### src/rtl/parking_zone_ctrl.sv
// parking_zone_ctrl: multi-zone parking occupancy counter with tick-sampled sensors
// and a timed entry gate per zone.
module parking_zone_ctrl #(
  parameter int ZONES      = 4,
  parameter int CAP_W      = 8,
  parameter int CAPACITY   = 15,
  parameter int DIV_VAL    = 200000,
  parameter int GATE_TICKS = 4,
  parameter int TOT_W      = CAP_W + $clog2(ZONES)
) (
  input  logic                   clk_in,
  input  logic                   reset,
  input  logic [ZONES-1:0]       car_enter,
  input  logic [ZONES-1:0]       car_exit,
  output logic [ZONES*CAP_W-1:0] spots,
  output logic [ZONES-1:0]       zone_full,
  output logic [ZONES-1:0]       zone_empty,
  output logic [TOT_W-1:0]       total_free,
  output logic [ZONES-1:0]       gate_open,
  output logic [ZONES-1:0]       reject,
  output logic [ZONES-1:0]       underflow,
  output logic                   tick_out
);
  localparam int DIV_W = DIV_VAL > 1 ? $clog2(DIV_VAL) : 1;
  localparam int TMR_W = $clog2(GATE_TICKS + 1);
  localparam logic [CAP_W-1:0] CAP = CAP_W'(CAPACITY);
  typedef enum logic {CLOSED, OPEN} gate_t;
  logic [DIV_W-1:0] r_div;
  logic             w_tick;
  logic [ZONES-1:0] r_en1, r_en2, r_ex1, r_ex2, r_pen, r_pex;
  logic [ZONES-1:0] w_ev_en, w_ev_ex, w_acc, w_rej, w_unf;
  logic [ZONES-1:0] r_full, r_empty, r_rej, r_unf;
  logic [CAP_W-1:0] r_occ     [ZONES];
  logic [CAP_W-1:0] w_occ_nxt [ZONES];
  logic [TOT_W-1:0] w_tot_nxt, r_tot;
  gate_t            r_st      [ZONES];
  gate_t            w_st_nxt  [ZONES];
  logic [TMR_W-1:0] r_tmr     [ZONES];
  logic [TMR_W-1:0] w_tmr_nxt [ZONES];

  assign w_tick   = r_div == DIV_W'(DIV_VAL - 1);
  assign tick_out = w_tick;
  assign w_ev_en  = {ZONES{w_tick}} & r_en2 & ~r_pen;
  assign w_ev_ex  = {ZONES{w_tick}} & r_ex2 & ~r_pex;

  // Previous-sample registers reset high so a sensor held through reset is not an event
  always_ff @(posedge clk_in) begin
    if (!reset) begin
      r_div <= '0;
      {r_en1, r_en2, r_ex1, r_ex2} <= '0;
      r_pen <= '1;
      r_pex <= '1;
    end else begin
      r_div <= w_tick ? '0 : r_div + DIV_W'(1);
      r_en1 <= car_enter;
      r_en2 <= r_en1;
      r_ex1 <= car_exit;
      r_ex2 <= r_ex1;
      if (w_tick) begin
        r_pen <= r_en2;
        r_pex <= r_ex2;
      end
    end
  end

  for (genvar z = 0; z < ZONES; z++) begin : g_zone
    logic w_is_full, w_is_empty;
    assign w_is_full    = r_occ[z] == CAP;
    assign w_is_empty   = r_occ[z] == '0;
    assign w_acc[z]     = w_ev_en[z] & (w_ev_ex[z] | ~w_is_full);
    assign w_rej[z]     = w_ev_en[z] & ~w_ev_ex[z] & w_is_full;
    assign w_unf[z]     = w_ev_ex[z] & ~w_ev_en[z] & w_is_empty;
    assign w_occ_nxt[z] = (w_acc[z] & ~w_ev_ex[z]) ? r_occ[z] + CAP_W'(1) :
                          (w_ev_ex[z] & ~w_ev_en[z] & ~w_is_empty) ? r_occ[z] - CAP_W'(1) : r_occ[z];
    assign spots[z*CAP_W +: CAP_W] = CAP - r_occ[z];
  end

  always_comb begin
    w_tot_nxt = '0;
    for (int i = 0; i < ZONES; i++) w_tot_nxt = w_tot_nxt + TOT_W'(CAP - w_occ_nxt[i]);
  end

  // Flags and total are registered from next-state occupancy to line up with spots
  always_ff @(posedge clk_in) begin
    if (!reset) begin
      r_full  <= '0;
      r_empty <= '1;
      r_tot   <= TOT_W'(ZONES * CAPACITY);
      r_rej   <= '0;
      r_unf   <= '0;
      for (int i = 0; i < ZONES; i++) r_occ[i] <= '0;
    end else begin
      r_tot <= w_tot_nxt;
      r_rej <= w_rej;
      r_unf <= r_unf | w_unf;
      for (int i = 0; i < ZONES; i++) begin
        r_occ[i]   <= w_occ_nxt[i];
        r_full[i]  <= w_occ_nxt[i] == CAP;
        r_empty[i] <= w_occ_nxt[i] == '0;
      end
    end
  end

  assign zone_full  = r_full;
  assign zone_empty = r_empty;
  assign total_free = r_tot;
  assign reject     = r_rej;
  assign underflow  = r_unf;

  always_ff @(posedge clk_in) begin
    if (!reset) begin
      for (int i = 0; i < ZONES; i++) begin
        r_st[i]  <= CLOSED;
        r_tmr[i] <= '0;
      end
    end else begin
      for (int i = 0; i < ZONES; i++) begin
        r_st[i]  <= w_st_nxt[i];
        r_tmr[i] <= w_tmr_nxt[i];
      end
    end
  end

  // An accepted entry wins over the closing tick, so it always reloads the timer
  always_comb begin
    for (int i = 0; i < ZONES; i++) begin
      w_st_nxt[i]  = r_st[i];
      w_tmr_nxt[i] = r_tmr[i];
      if (w_acc[i]) begin
        w_st_nxt[i]  = OPEN;
        w_tmr_nxt[i] = TMR_W'(GATE_TICKS);
      end else if (r_st[i] == OPEN && w_tick) begin
        w_tmr_nxt[i] = r_tmr[i] - TMR_W'(1);
        w_st_nxt[i]  = r_tmr[i] == TMR_W'(1) ? CLOSED : OPEN;
      end
    end
  end

  always_comb begin
    gate_open = '0;
    for (int i = 0; i < ZONES; i++) gate_open[i] = r_st[i] == OPEN;
  end
endmodule

### config.mk
export PLATFORM = sky130hd
export DESIGN_NAME = parking_zone_ctrl
export DESIGN_NICKNAME = d
export VERILOG_FILES = /design/src/rtl/parking_zone_ctrl.sv
export SDC_FILE = /design/constraint.sdc
export NUM_CORES = 1
export LEC_CHECK = 0
export ABC_AREA = 1
export CORE_MARGIN = 1.5
export CORE_UTILIZATION = 50
export CTS_CLUSTER_DIAMETER = 50
export DETAILED_ROUTE_END_ITERATION = 10
export PLACE_DENSITY_LB_ADDON = 0.05
export REMOVE_ABC_BUFFERS = 1
export SYNTH_ARGS = -nofsm -noshare
export SYNTH_HDL_FRONTEND = slang
export SYNTH_SLANG_ARGS = --single-unit
### constraint.sdc
create_clock -name clk_in -period 10.85 [get_ports clk_in]
set_input_delay 2.17 -clock clk_in [delete_from_list [all_inputs] [get_ports clk_in]]
set_output_delay 2.17 -clock clk_in [all_outputs]
set_load 0.02 [all_outputs]
# == Word level (Yosys, flattened, before mapping) ==
# Memories as Yosys holds them, arrays and structs flattened.
# Cells that the tools add are included.
# totals
ff_bits,68
elab_cells,175
mem_bits_ro,0
memories,3
input_bits,10
output_inout_bits,63
ram_bits,48
latch_bits,0
# memory_table
name,depth,word_bits,rd,rd_clocked_by_memory_dff,write_ports,line,source
r_occ,4,8,4,0,4,33,logic [CAP_W-1:0] r_occ [ZONES];
r_tmr,4,3,4,0,4,38,logic [TMR_W-1:0] r_tmr [ZONES];
r_st,4,1,4,0,4,36,gate_t r_st [ZONES];
# op_classes
add_sub_neg,24
bitwise_logic,68
mul,0
div,0
magnitude_cmp,0
shift,0
n_mux,42
n_reduce_logical,13
n_eq_ne,13
# op_table
op,n
8-bit two-way mux,12
"8-bit by 4-bit == test with 1-bit output, second input constant",8
8-bit logical NOT,8
3-bit two-way mux,12
"4-bit by 8-bit subtractor with 9-bit output, first input constant",4
"8-bit by 1-bit adder with 8-bit output, second input constant",4
"4-bit by 8-bit subtractor with 8-bit output, first input constant",4
"8-bit by 1-bit subtractor with 8-bit output, second input constant",4
1-bit AND,28
10-bit adder,2
"18-bit by 1-bit adder with 18-bit output, second input constant",1
"18-bit == test, second input constant",1
1-bit two-way mux,18
1-bit NOT,17
4-bit AND,4
1-bit OR,16
"3-bit by 1-bit == test with 1-bit output, second input constant",4
"3-bit by 1-bit subtractor with 3-bit output, second input constant",4
9-bit by 9-bit adder with 10-bit output,1
4-bit NOT,2
1-bit logical AND,4
4-bit OR,1
2-bit OR reduction,1

# == Logic depth before layout (Yosys ltp) ==
# Gate-level depths: netlist of the first run.
# depth
word_depth,12
ltp_mapped,29
mapped_depth_nobuf,29

# == Worst setup path after synthesis of the first run ==
# OpenSTA, ideal clock, no wires.
# synth_path
path_kind,reg2reg
start,reg r_div[0]
end,"reg r_tot[9], in the netlist total_free[9]"
path_buffers,0
t_required_ns,10.737
slack_ns,6.496
setup_time_ns,0.113
synth_period_minus_slack_ns,4.354
path_stages_with_launch,27
t_arrival_ns,4.241
cell_sequence,dfxtp_1 > ha_1 > nand3_2 > nor2_4 > nand4_1 > nor2_4 > nand3_4 > o21ai_0 > nand2_1 > nand2_1 > ha_1 > nand3_1 > nor2_1 > inv_1 > fa_1 > inv_1 > fa_1 > inv_1 > ha_1 > nand2_1 > inv_1 > nand4_1 > o211ai_1 > xor2_1 > nand3_1 > nand2_1 > nor2_1
# synth_via
elab_chain_cells,12
elab_cells_between_ends,48
cone_classes,add/sub: 7; eq/ne: 1; mux: 8; bitwise: 32
# synth_lines
item,line,source
from (decl),28,logic [DIV_W-1:0] r_div;
from (signal assigned),54,r_div <= w_tick ? '0 : r_div + DIV_W'(1);
18-bit == test (*),41,assign w_tick = r_div == DIV_W'(DIV_VAL - 1);
4-bit AND (2 in series),43,assign w_ev_en = {ZONES{w_tick}} & r_en2 & ~r_pen;
1-bit NOT,74,(w_ev_ex[z] & ~w_ev_en[z] & ~w_is_empty) ? r_occ[z] - CAP_W'(1) : r_occ[z];
1-bit AND (2 in series),74,
8-bit two-way mux,74,
8-bit two-way mux,73,assign w_occ_nxt[z] = (w_acc[z] & ~w_ev_ex[z]) ? r_occ[z] + CAP_W'(1) :
4-bit by 8-bit subtractor with 9-bit output,80,for (int i = 0; i < ZONES; i++) w_tot_nxt = w_tot_nxt + TOT_W'(CAP - w_occ_nxt[i]);
9-bit by 9-bit adder with 10-bit output,80,
10-bit adder,80,
10-bit adder (*),80,
to (signal assigned),88,r_tot <= TOT_W'(ZONES * CAPACITY);
to (signal assigned),93,r_tot <= w_tot_nxt;
to (decl),35,"logic [TOT_W-1:0] w_tot_nxt, r_tot;"
# Every way passes the cells marked *; elsewhere a longest branch is shown, timed or not.
# A chain may end at the register's enable or synchronous reset.

# == Worst setup path in the final report of the first run ==
# Ends and elaborated chain as after synthesis.

==> results.py, run 1 <==
metrics = {
    "run_status": {
        "outcome": "complete, no violations",
    },
    "synthesis": {
        "synth_compound_area_share_pct": 6.764,
        "syn_inst": 1116,
        "synth_area_leader_cell": "dfxtp_1",
        "synthAdderAreaFrac_pct": 11.01,
        "synth_top_cell_area_share_pct": 29.96,
        "synthTopCellsByArea": "dfxtp_1 30%, nand2_1 12%, inv_1 9.3%",
        "synth-simple-area-share_pct": 33.79,
        "ys.warnings.count": 0,
        "synthMuxAreaShare_pct": 0,
        "syn_avg_cell_area_um2": 6.946,
        "yosysSeqAreaShare_pct": 29.96,
        "ys_ff_latch": 116,
        "synth_top_family_by_area": "simple AND/OR/NAND/NOR gates",
        "synth_cell_types": 42,
        "synth_area_mm2": 0.007751,
        "yosys.area_share.xor_xnor_pct": 6.554,
    },
    "sta": {
        "whs_ns": 0.4107,
        "finalSetupViolCount": 0,
        "hold_viol_final": 0,
        "clock_skew_ns": 0.005071,
        "period_share_pct": 49.04,
        "totalNegativeSetupSlack_ns": 0,
        "rsz0062_at_grt": "no",
        "fin_crit_ns": 5.321,
        "worst_pin_slew_ns": 0.5565,
        "maxClockFrequency_ghz": 0.1879,
        "maxSlewHeadroom_pct": 62.90,
        "slew_violations": 0,
    },
    "clocking": {
        "insertion_delay_ns": 0.42,
        "cts_resized": 0,
        "clk_pin_slew_ns": 0.06,
        "cts_root_buffer": "clkbuf_16",
        "cts_tree": "yes",
        "h-tree-depth": 4,
        "cts_max_path_buffers": 2,
        "ctsHoldBuffers": 0,
        "cts_sinks": 116,
        "numCtsBuffers": 17,
        "postCtsSetupBuffers": 0,
    },
    "routing": {
        "wl_per_cell_um": 13.71,
        "drt_wl_total_mm": 18.97,
        "via_count": 6975,
        "first_pass_iters": 5,
        "drc_errors": 0,
        "via_per_inst": 5.040,
        "ant_nets": 0,
        "initialDrtViolationCount": 598,
    },
    "global_routing": {
        "grt-ovfl-total": 0,
        "grt_pass1_wl_mm": 31.68,
        "grt_max_degree": 48,
        "grt_pass1_vias": 6481,
        "grt_use_total_pct": 24.57,
        "grt_antenna_before_repair": 0,
    },
    "die": {
        "dieWidth_um": 127.5,
        "die_y_um": 127.5,
        "initial_utilization_pct": 51.18,
        "dieArea_mm2": 0.01626,
        "ioPinCount": 73,
        "num_rows": 45,
        "core_mm2": 0.01515,
    },
    "run": {
        "maxCapViolations": 0,
    },
    "layout": {
        "final_cell_mix": "255 x nand2_1, 192 x inv_1, 118 x nor2_1",
        "antenna_cells": 0,
        "drive_gt1_share_pct": 8.110,
        "syn_to_final_growth_pct": 18.42,
        "finalNetCount": 1251,
        "final_common_cell": "nand2_1",
    },
    "worst_setup_path": {
        "crit_type": "flip-flop to flip-flop",
        "crit_fanout": 21,
        "critPathArrivalTime_ns": 5.64,
        "critPathRequiredTime_ns": 11.17,
        "crit_slowest_cell": "fa_1",
        "crit_chain": "ha_1 -> nand3_2 -> nor2_2 -> nand3_2 -> inv_2 -> nand3_1 -> nand3_1 -> nand2_1 -> nand3_1 -> nand2_1 -> fa_1 -> inv_1 -> fa_1 -> inv_1 -> ha_1 -> inv_1 -> fa_1 -> o21ai_0 -> nand4_1 -> o211ai_1 -> xor2_1 -> nand3_1 -> nand2_1 -> nor2_1",
        "critPathMostFrequentCell": "nand3_1",
        "worstSetupEndpointType": "flip-flop",
        "start_kind": "flip-flop",
        "critPathMaxStageDelay_ns": 0.52,
    },
    "pwr": {
        "power.density_mw_per_mm2": 111.7,
        "vdd_ir_drop_max_mv": 0.1123,
        "p_leak_nw": 4.480,
    },
    "place": {
        "hpwl_mm": 14.27,
        "place.gp.congestion": 0.9044,
        "portBuffers": 72,
    },
    "worst_hold_path": {
        "min_path_type": "flip-flop to flip-flop",
    },
}
==> registers in the layout (all words and copies together) (netlist names) <==
signal,flops
reject,4
r_en2,4
r_occ,32
zone_full,4
r_div,18
r_pex,4
total_free,10
r_ex1,4
zone_empty,4
underflow,4
r_en1,4
r_ex2,4
r_tmr,12
r_st,4
r_pen,4
==> cell type report <==
type | instances | area, µm²
Clock inverter | 15 | 180.2
Inverter | 208 | 780.7
Timing Repair Buffer | 74 | 730.7
Clock buffer | 17 | 425.4
Sequential cell | 116 | 2322
Multi-Input combinational cell | 766 | 4504
Fill cell | 1375 | 5967
Tap cell | 188 | 235.2
==> power breakdown <==
group          internal (mW)  switching (mW)
Sequential             0.430         0.00272
Clock                  0.362           0.214
Combinational        0.00560          0.0109
==> critical path: cells and delay by family (launching register included) <==
kind            cells  cell delay, ns
fa+ha+maj           5            1.76
simple gates       12            1.74
buf+inv             4            0.59
compound gates      2            0.55
flops               1            0.35
xor+xnor            1            0.23
==> metrics by stage <==
stage / instance area (µm²) / worst slack [ns] / power [mW] / utilization (%) / instances
global placement: 8573 / 5.768 / 0.4583 / 56.60 / 1352
finish: 9179 / 5.529 / 1.025 / 60.60 / 1384
CTS: 9179 / 5.530 / 1.032 / 60.60 / 1384
floorplan: 7607 / 6.253 / 0.4482 / - / 1090
detailed placement: 8573 / 5.571 / 0.4584 / 56.60 / 1352
global route: 9179 / 4.991 / 1.055 / 60.60 / 1384
==> final timing paths <==
path	startpoint	end	slack, ns	depth (start not counted)
setup / recovery	r_div[0]	total_free[9]	5.53	24
hold / removal	r_en1[3]	r_en2[3]	0.41	2
setup reg to reg	r_div[0]	total_free[9]	5.53	24
hold reg to reg	r_en1[3]	r_en2[3]	0.41	2
==> routing by layer <==
layer	up-vias	part of all wire, %	track usage [%]
li1	3634	-	-
met1	3153	48	33.52
met2	166	46	39.87
met3	22	4.8	5.276
met4	0	1.1	5.682
met5	-	0	0
==> kinds of logic (layout without fill, tap and decap cells) <==
kind of cell	Yosys count	count (layout)
buf+inv	234	314
fa+ha+maj	58	58
compound gates	93	93
xor+xnor	58	58
flops	116	116
simple gates	557	557
==> Yosys cell counts (all sizes together) <==
master    n
nor4      3
fa       17
nand3    88
nand2   260
o211ai    7
clkinv    2
or2       8
a31oi     1
inv     206
nor3b     2
dfxtp   116
o21a      6
clkbuf   15
nand4    45
nor2    130
xnor2    12
a21boi    1
xor2     46
ha       41
nand3b    1
o21ai    31
a21o      2
nor3     20
buf      11
a21oi    44
o31ai     1
No activity file was read; power rests on OpenSTA's default activity.
==> run 2, diff against run 1 <==
==> constraint.sdc (replaced) <==
create_clock -name clk_in -period 4.65 [get_ports clk_in]
set_input_delay 0.93 -clock clk_in [delete_from_list [all_inputs] [get_ports clk_in]]
set_output_delay 0.93 -clock clk_in [all_outputs]
set_load 0.02 [all_outputs]
==> run 2 against run 1 <==
Effect of this change:
- combinational power is 150% higher
- worst setup slack worse by 5.4 ns
- sequential power increased by 130%
- final cell count increased by 3.9%
- die area stayed put
- sequential share of layout area down 1.4 points
- clock skew up 0.00055 ns
- sequential cell count unchanged
- register-to-register slack worse by 5.4 ns
- clock-buffer cell count grew 2
- non-clock buffer count rose by 53
- critical endpoint unchanged
- largest power group unchanged
- global-route usage up 0.93 points
==> results.py, run 2 (synthesis results as in run 1) <==
metrics = {
    "die": {
        "dieArea_mm2": 0.01626,
        "die_y_um": 127.5,
        "core_mm2": 0.01515,
        "dieWidth_um": 127.5,
        "initial_utilization_pct": 51.18,
        "num_rows": 45,
        "ioPinCount": 73,
    },
    "routing": {
        "ant_nets": 0,
        "via_per_inst": 5.057,
        "first_pass_iters": 5,
        "wl_per_cell_um": 14.02,
        "via_count": 7272,
        "initialDrtViolationCount": 590,
        "drc_errors": 0,
        "drt_wl_total_mm": 20.16,
    },
    "global_routing": {
        "grt_use_total_pct": 25.51,
        "grt_pass1_wl_mm": 32.69,
        "grt_pass1_vias": 6618,
        "grt-ovfl-total": 0,
        "grt_max_degree": 47,
        "grt_antenna_before_repair": 0,
    },
    "layout": {
        "final_common_cell": "nand2_1",
        "finalNetCount": 1305,
        "reg.largest.list": "r_occ: 32 flops, r_div: 18 flops, r_tmr: 12 flops",
        "final_cells": 1438,
        "antenna_cells": 0,
        "finish.utilization_pct": 64.35,
        "largest_reg_flops": 32,
        "syn_to_final_growth_pct": 25.75,
        "largest_register": "r_occ",
        "drive_gt1_share_pct": 15.60,
        "final_cell_mix": "247 x nand2_1, 183 x inv_1, 113 x nor2_1",
    },
    "sta": {
        "slew_violations": 0,
        "maxSlewHeadroom_pct": 62.85,
        "rsz0062_at_grt": "yes",
        "finalSetupViolCount": 0,
        "hold_viol_final": 0,
        "period_share_pct": 96.89,
        "clock_skew_ns": 0.005622,
        "maxClockFrequency_ghz": 0.2220,
        "whs_ns": 0.4088,
        "fin_crit_ns": 4.505,
        "worst_pin_slew_ns": 0.5521,
    },
    "worst_setup_path": {
        "crit_slowest_cell": "fa_1",
        "start_kind": "flip-flop",
        "critPathArrivalTime_ns": 4.82,
        "worstSetupEndpointType": "flip-flop",
        "crit_fanout": 6,
        "critPathRequiredTime_ns": 4.96,
        "critPathMostFrequentCell": "inv_2",
        "critPathMaxStageDelay_ns": 0.55,
        "crit_type": "flip-flop to flip-flop",
    },
    "place": {
        "dp_cells": 1385,
        "portBuffers": 72,
        "place.gp.congestion": 0.9695,
        "hpwl_mm": 15.06,
    },
    "worst_hold_path": {
        "min_path_type": "flip-flop to flip-flop",
    },
    "clocking": {
        "cts_max_path_buffers": 2,
        "clk_pin_slew_ns": 0.05,
        "cts_tree": "yes",
        "cts_root_buffer": "clkbuf_16",
        "numCtsBuffers": 17,
        "insertion_delay_ns": 0.42,
        "h-tree-depth": 4,
        "cts_sinks": 116,
    },
    "pwr": {
        "p_total_mw": 2.285,
        "p_leak_nw": 4.712,
        "vdd_ir_drop_max_mv": 0.2317,
        "power.density_mw_per_mm2": 234.5,
    },
    "run_status": {
        "outcome": "complete, no violations",
    },
    "run": {
        "maxCapViolations": 0,
    },
}
-- run 2: per-layer routing --
metal / global-route usage, % / routed length [µm]
met5: 0 / 0
met4: 7.086 / 286
met3: 4.858 / 741
met2: 39.65 / 9055
met1: 36.17 / 10080
-- run 2: power by group --
part	internal, mW	switching [mW]	leakage (nW)
Combinational	0.0151	0.0259	3.51
Clock	0.743	0.490	0.264
Sequential	1.00	0.00752	0.942
-- run 2: worst paths after layout --
kind	from	end	slack [ns]	cells past startpoint
worst min register to register	r_ex1[1]	r_ex2[1]	0.41	2
worst min-delay path	r_ex1[1]	r_ex2[1]	0.41	2
worst max register to register	r_div[1]	total_free[9]	0.14	30
worst max-delay path	r_div[1]	total_free[9]	0.14	30
-- run 2: repair_timing --
item                       in CTS  in global routing
resized for setup               5                 55
hold buffers                    0                  0
setup buffers                   2                 18
setup endpoints to repair       1                  5
pin swaps                       3                 25
cloned                          0                  1
-- run 2: layout make-up --
cell class              instances  area, µm²
fillers                      1382       5399
multi-input cells             767       4684
flip-flops and latches        116       2333
repair buffers                127       1154
inverters                     208      785.8
clock buffers                  19      442.9
well taps                     188      235.2
clock inverters                13      111.4
-- run 2: critical path, delay by kind of cell, from the launching register on --
family | cells | cell delay (ns)
fa+ha+maj | 5 | 1.65
simple gates | 16 | 1.45
buf+inv | 7 | 0.58
flops | 1 | 0.35
xor+xnor | 1 | 0.23
compound gates | 1 | 0.12
-- run 2: stage by stage --
stage,worst slack [ns],instance area (µm²),TNS (ns)
5_1_grt,-0.1095,9747,-0.1460
4_1_cts,0.002099,9433,0
2_1_floorplan,0.05337,7607,0
3_3_place_gp,0.02195,8833,0
3_5_place_dp,-0.03869,8833,-0.03869
6_report,0.1447,9747,0
==> run 3, diff against run 2 <==
--- a/config.mk
+++ b/config.mk
@@ -6,7 +6,7 @@
 export NUM_CORES = 1
 export LEC_CHECK = 0
 export ABC_AREA = 1
-export CORE_MARGIN = 1.5
+export ABC_CLOCK_PERIOD_IN_PS = 4650
 export CORE_UTILIZATION = 50
 export CTS_CLUSTER_DIAMETER = 50
 export DETAILED_ROUTE_END_ITERATION = 10
==> run 3 against run 2 <==
Effect of this change:
- largest power group unchanged
- sequential cell count unchanged
- clock skew up 0.0019 ns
- the run now ends with DRC left
- combinational power about the same
- critical path type unchanged
- register-to-register slack better by 0.03 ns
- final cell count about the same
==> results.py, run 3 (synthesis results as in run 1) <==
metrics = {
    "sta": {
        "rsz0062_at_grt": "yes",
        "maxClockFrequency_ghz": 0.2236,
        "finalSetupViolCount": 0,
        "maxSlewHeadroom_pct": 61.63,
        "clock_skew_ns": 0.007513,
        "fin_crit_ns": 4.472,
        "fin_ws_ns": 0.1777,
        "worst_pin_slew_ns": 0.5756,
        "totalNegativeSetupSlack_ns": 0,
        "slew_violations": 0,
        "period_share_pct": 96.18,
        "hold_viol_final": 0,
    },
    "place": {
        "postPlaceCellArea_mm2": 0.008836,
        "place.gp.congestion": 0.9219,
        "place_ws_ns": 0.01630,
        "dp_cells": 1387,
        "portBuffers": 72,
        "hpwl_mm": 15.25,
    },
    "layout": {
        "final_common_cell": "nand2_1",
        "reg.largest.list": "r_occ: 32 flops, r_div: 18 flops, r_tmr: 12 flops",
        "largest_register": "r_occ",
        "final_cells": 1439,
        "multi_input_area_mm2": 0.004676,
        "finalInstanceArea_mm2": 0.009756,
        "drive_gt1_share_pct": 15.75,
        "finalNetCount": 1308,
        "antenna_cells": 0,
        "n_fill_cell": 1392,
        "largest_reg_flops": 32,
        "final_cell_mix": "247 x nand2_1, 184 x inv_1, 110 x nor2_1",
        "seq_area_mm2": 0.002333,
        "syn_to_final_growth_pct": 25.86,
    },
    "routing": {
        "via_per_inst": 5.051,
        "via_count": 7269,
        "wl_per_cell_um": 14.07,
        "drc_errors": 2,
        "wl_met1_mm": 9.579,
        "dr_wl_met2_mm": 9.183,
        "wl_met3_um": 950,
        "drt_wl_total_mm": 20.25,
        "first_pass_iters": 8,
        "ant_nets": 0,
        "dr.max_layer_used": "met4",
        "initialDrtViolationCount": 538,
    },
    "run_status": {
        "violations": "DRC",
        "outcome": "finished, violations left",
    },
    "worst_hold_path": {
        "worstHoldEndpoint": "r_ex2[0]",
        "min_path_type": "flip-flop to flip-flop",
        "hold_depth": 2,
        "min-delay-start": "r_ex1[0]",
    },
    "worst_setup_path": {
        "r2r-end": "total_free[9]",
        "worstSetupEndpointType": "flip-flop",
        "r2r_setup_slack_ns": 0.18,
        "crit_type": "flip-flop to flip-flop",
        "start_kind": "flip-flop",
        "reg2reg_from": "r_div[1]",
        "crit_fanout": 6,
        "critPathRequiredTime_ns": 4.95,
        "critPathArrivalTime_ns": 4.78,
        "reg2regPathDepth": 27,
    },
    "global_routing": {
        "grt_max_degree": 46,
        "grt_pass1_vias": 6954,
        "grt_antenna_before_repair": 0,
        "grt_pass1_wl_mm": 33.42,
        "grt-ovfl-total": 0,
        "grt_use_total_pct": 26.44,
    },
    "clocking": {
        "clk_pin_slew_ns": 0.05,
        "cts_sinks": 116,
        "cts_root_buffer": "clkbuf_16",
        "cts_max_path_buffers": 2,
        "ctsHoldBuffers": 0,
        "numCtsBuffers": 17,
        "cts_tree": "yes",
        "h-tree-depth": 4,
        "insertion_delay_ns": 0.42,
    },
    "die": {
        "dieWidth_um": 126.5,
        "die_y_um": 126.5,
        "core_mm2": 0.01515,
        "ioPinCount": 73,
        "initial_utilization_pct": 51.18,
        "dieArea_mm2": 0.01600,
        "num_rows": 45,
    },
    "run": {
        "maxCapViolations": 0,
    },
    "pwr": {
        "p_leak_nw": 4.726,
        "vdd_ir_drop_max_mv": 0.2558,
        "power.density_mw_per_mm2": 235.3,
    },
}
run 3: cell count changes in the layout (fill, tap and decap cells not counted), moves of 2 or more:
cell	change
buf_12	-2
nor2_2	+4
buf_4	+5
a21oi_1	+2
inv_2	-2
clkinv_4	-3
nor2_1	-3
clkbuf_8	+3
nand3_4	+2
nand3_1	-2
run 3: critical path: stages, from the launching register on:
cell and delay (ns):
dfxtp_2 0.35, ha_4 0.16, nand3_4 0.11, nor2_4 0.19, nand3_4 0.11, nor3_4 0.28, buf_6 0.15, nand3_4 0.11
nand2_2 0.09, nand2_2 0.06, a21oi_2 0.16, ha_2 0.20, nand3_2 0.06, nor2_2 0.13, inv_2 0.06, fa_1 0.56
inv_2 0.05, fa_1 0.52, inv_2 0.05, ha_4 0.27, nand2_2 0.05, inv_1 0.04, nand4_1 0.09, o211ai_1 0.11
xor2_1 0.21, nand3_1 0.09, nand2_1 0.07, nor2_1 0.05
run 3: where the power goes:
group | switching [mW] | internal (mW) | total (mW)
logic | 0.0262 | 0.0145 | 0.0407
registers | 0.00770 | 1.00 | 1.01
clock network | 0.464 | 0.780 | 1.24
total | 0.498 | 1.80 | 2.30
run 3: metrics by stage:
step	hold WS (ns)	power [mW]	utilization [%]
after floorplan	0.3900	1.046	-
after global placement	0.3955	1.070	58.34
after detailed placement	0.4001	1.071	58.34
after CTS	0.4145	2.310	62.22
after global routing	0.4377	2.364	64.41
final	0.4109	2.295	64.41
run 3: worst max-delay path by stage:
stage	from	to	slack (ns)	cells after the start
after floorplan	r_div[0]	total_free[9]	0.05	23
after global placement	r_div[0]	total_free[9]	0.06	23
after detailed placement	r_div[0]	total_free[9]	0.02	28
after CTS	r_div[0]	total_free[9]	0.003	28
after global routing	r_div[1]	total_free[9]	-0.11	27
final	r_div[1]	total_free[9]	0.18	27
run 3: area by class of cell:
cell class                      instances  share of cell area (%)
Clock buffer                           21                   4.925
Clock inverter                          9                  0.8208
Inverter                              208                   8.080
Multi-Input combinational cell        766                   47.93
Sequential cell                       116                   23.92
Tap cell                              188                   2.411
Timing Repair Buffer                  131                   11.91
run 3: layer usage:
layer / GRT usage [%] / vias up
li1: - / 3737
met1: 35.07 / 3325
met2: 42.57 / 167
met3: 5.146 / 40
met4: 10.06 / 0
met5: 0 / -
run 3: what timing repair did:
action                                  CTS  global route
buffers inserted                          2            20
pin swaps                                 4            27
endpoints found under the setup margin    1             5
resized for setup                         3            60
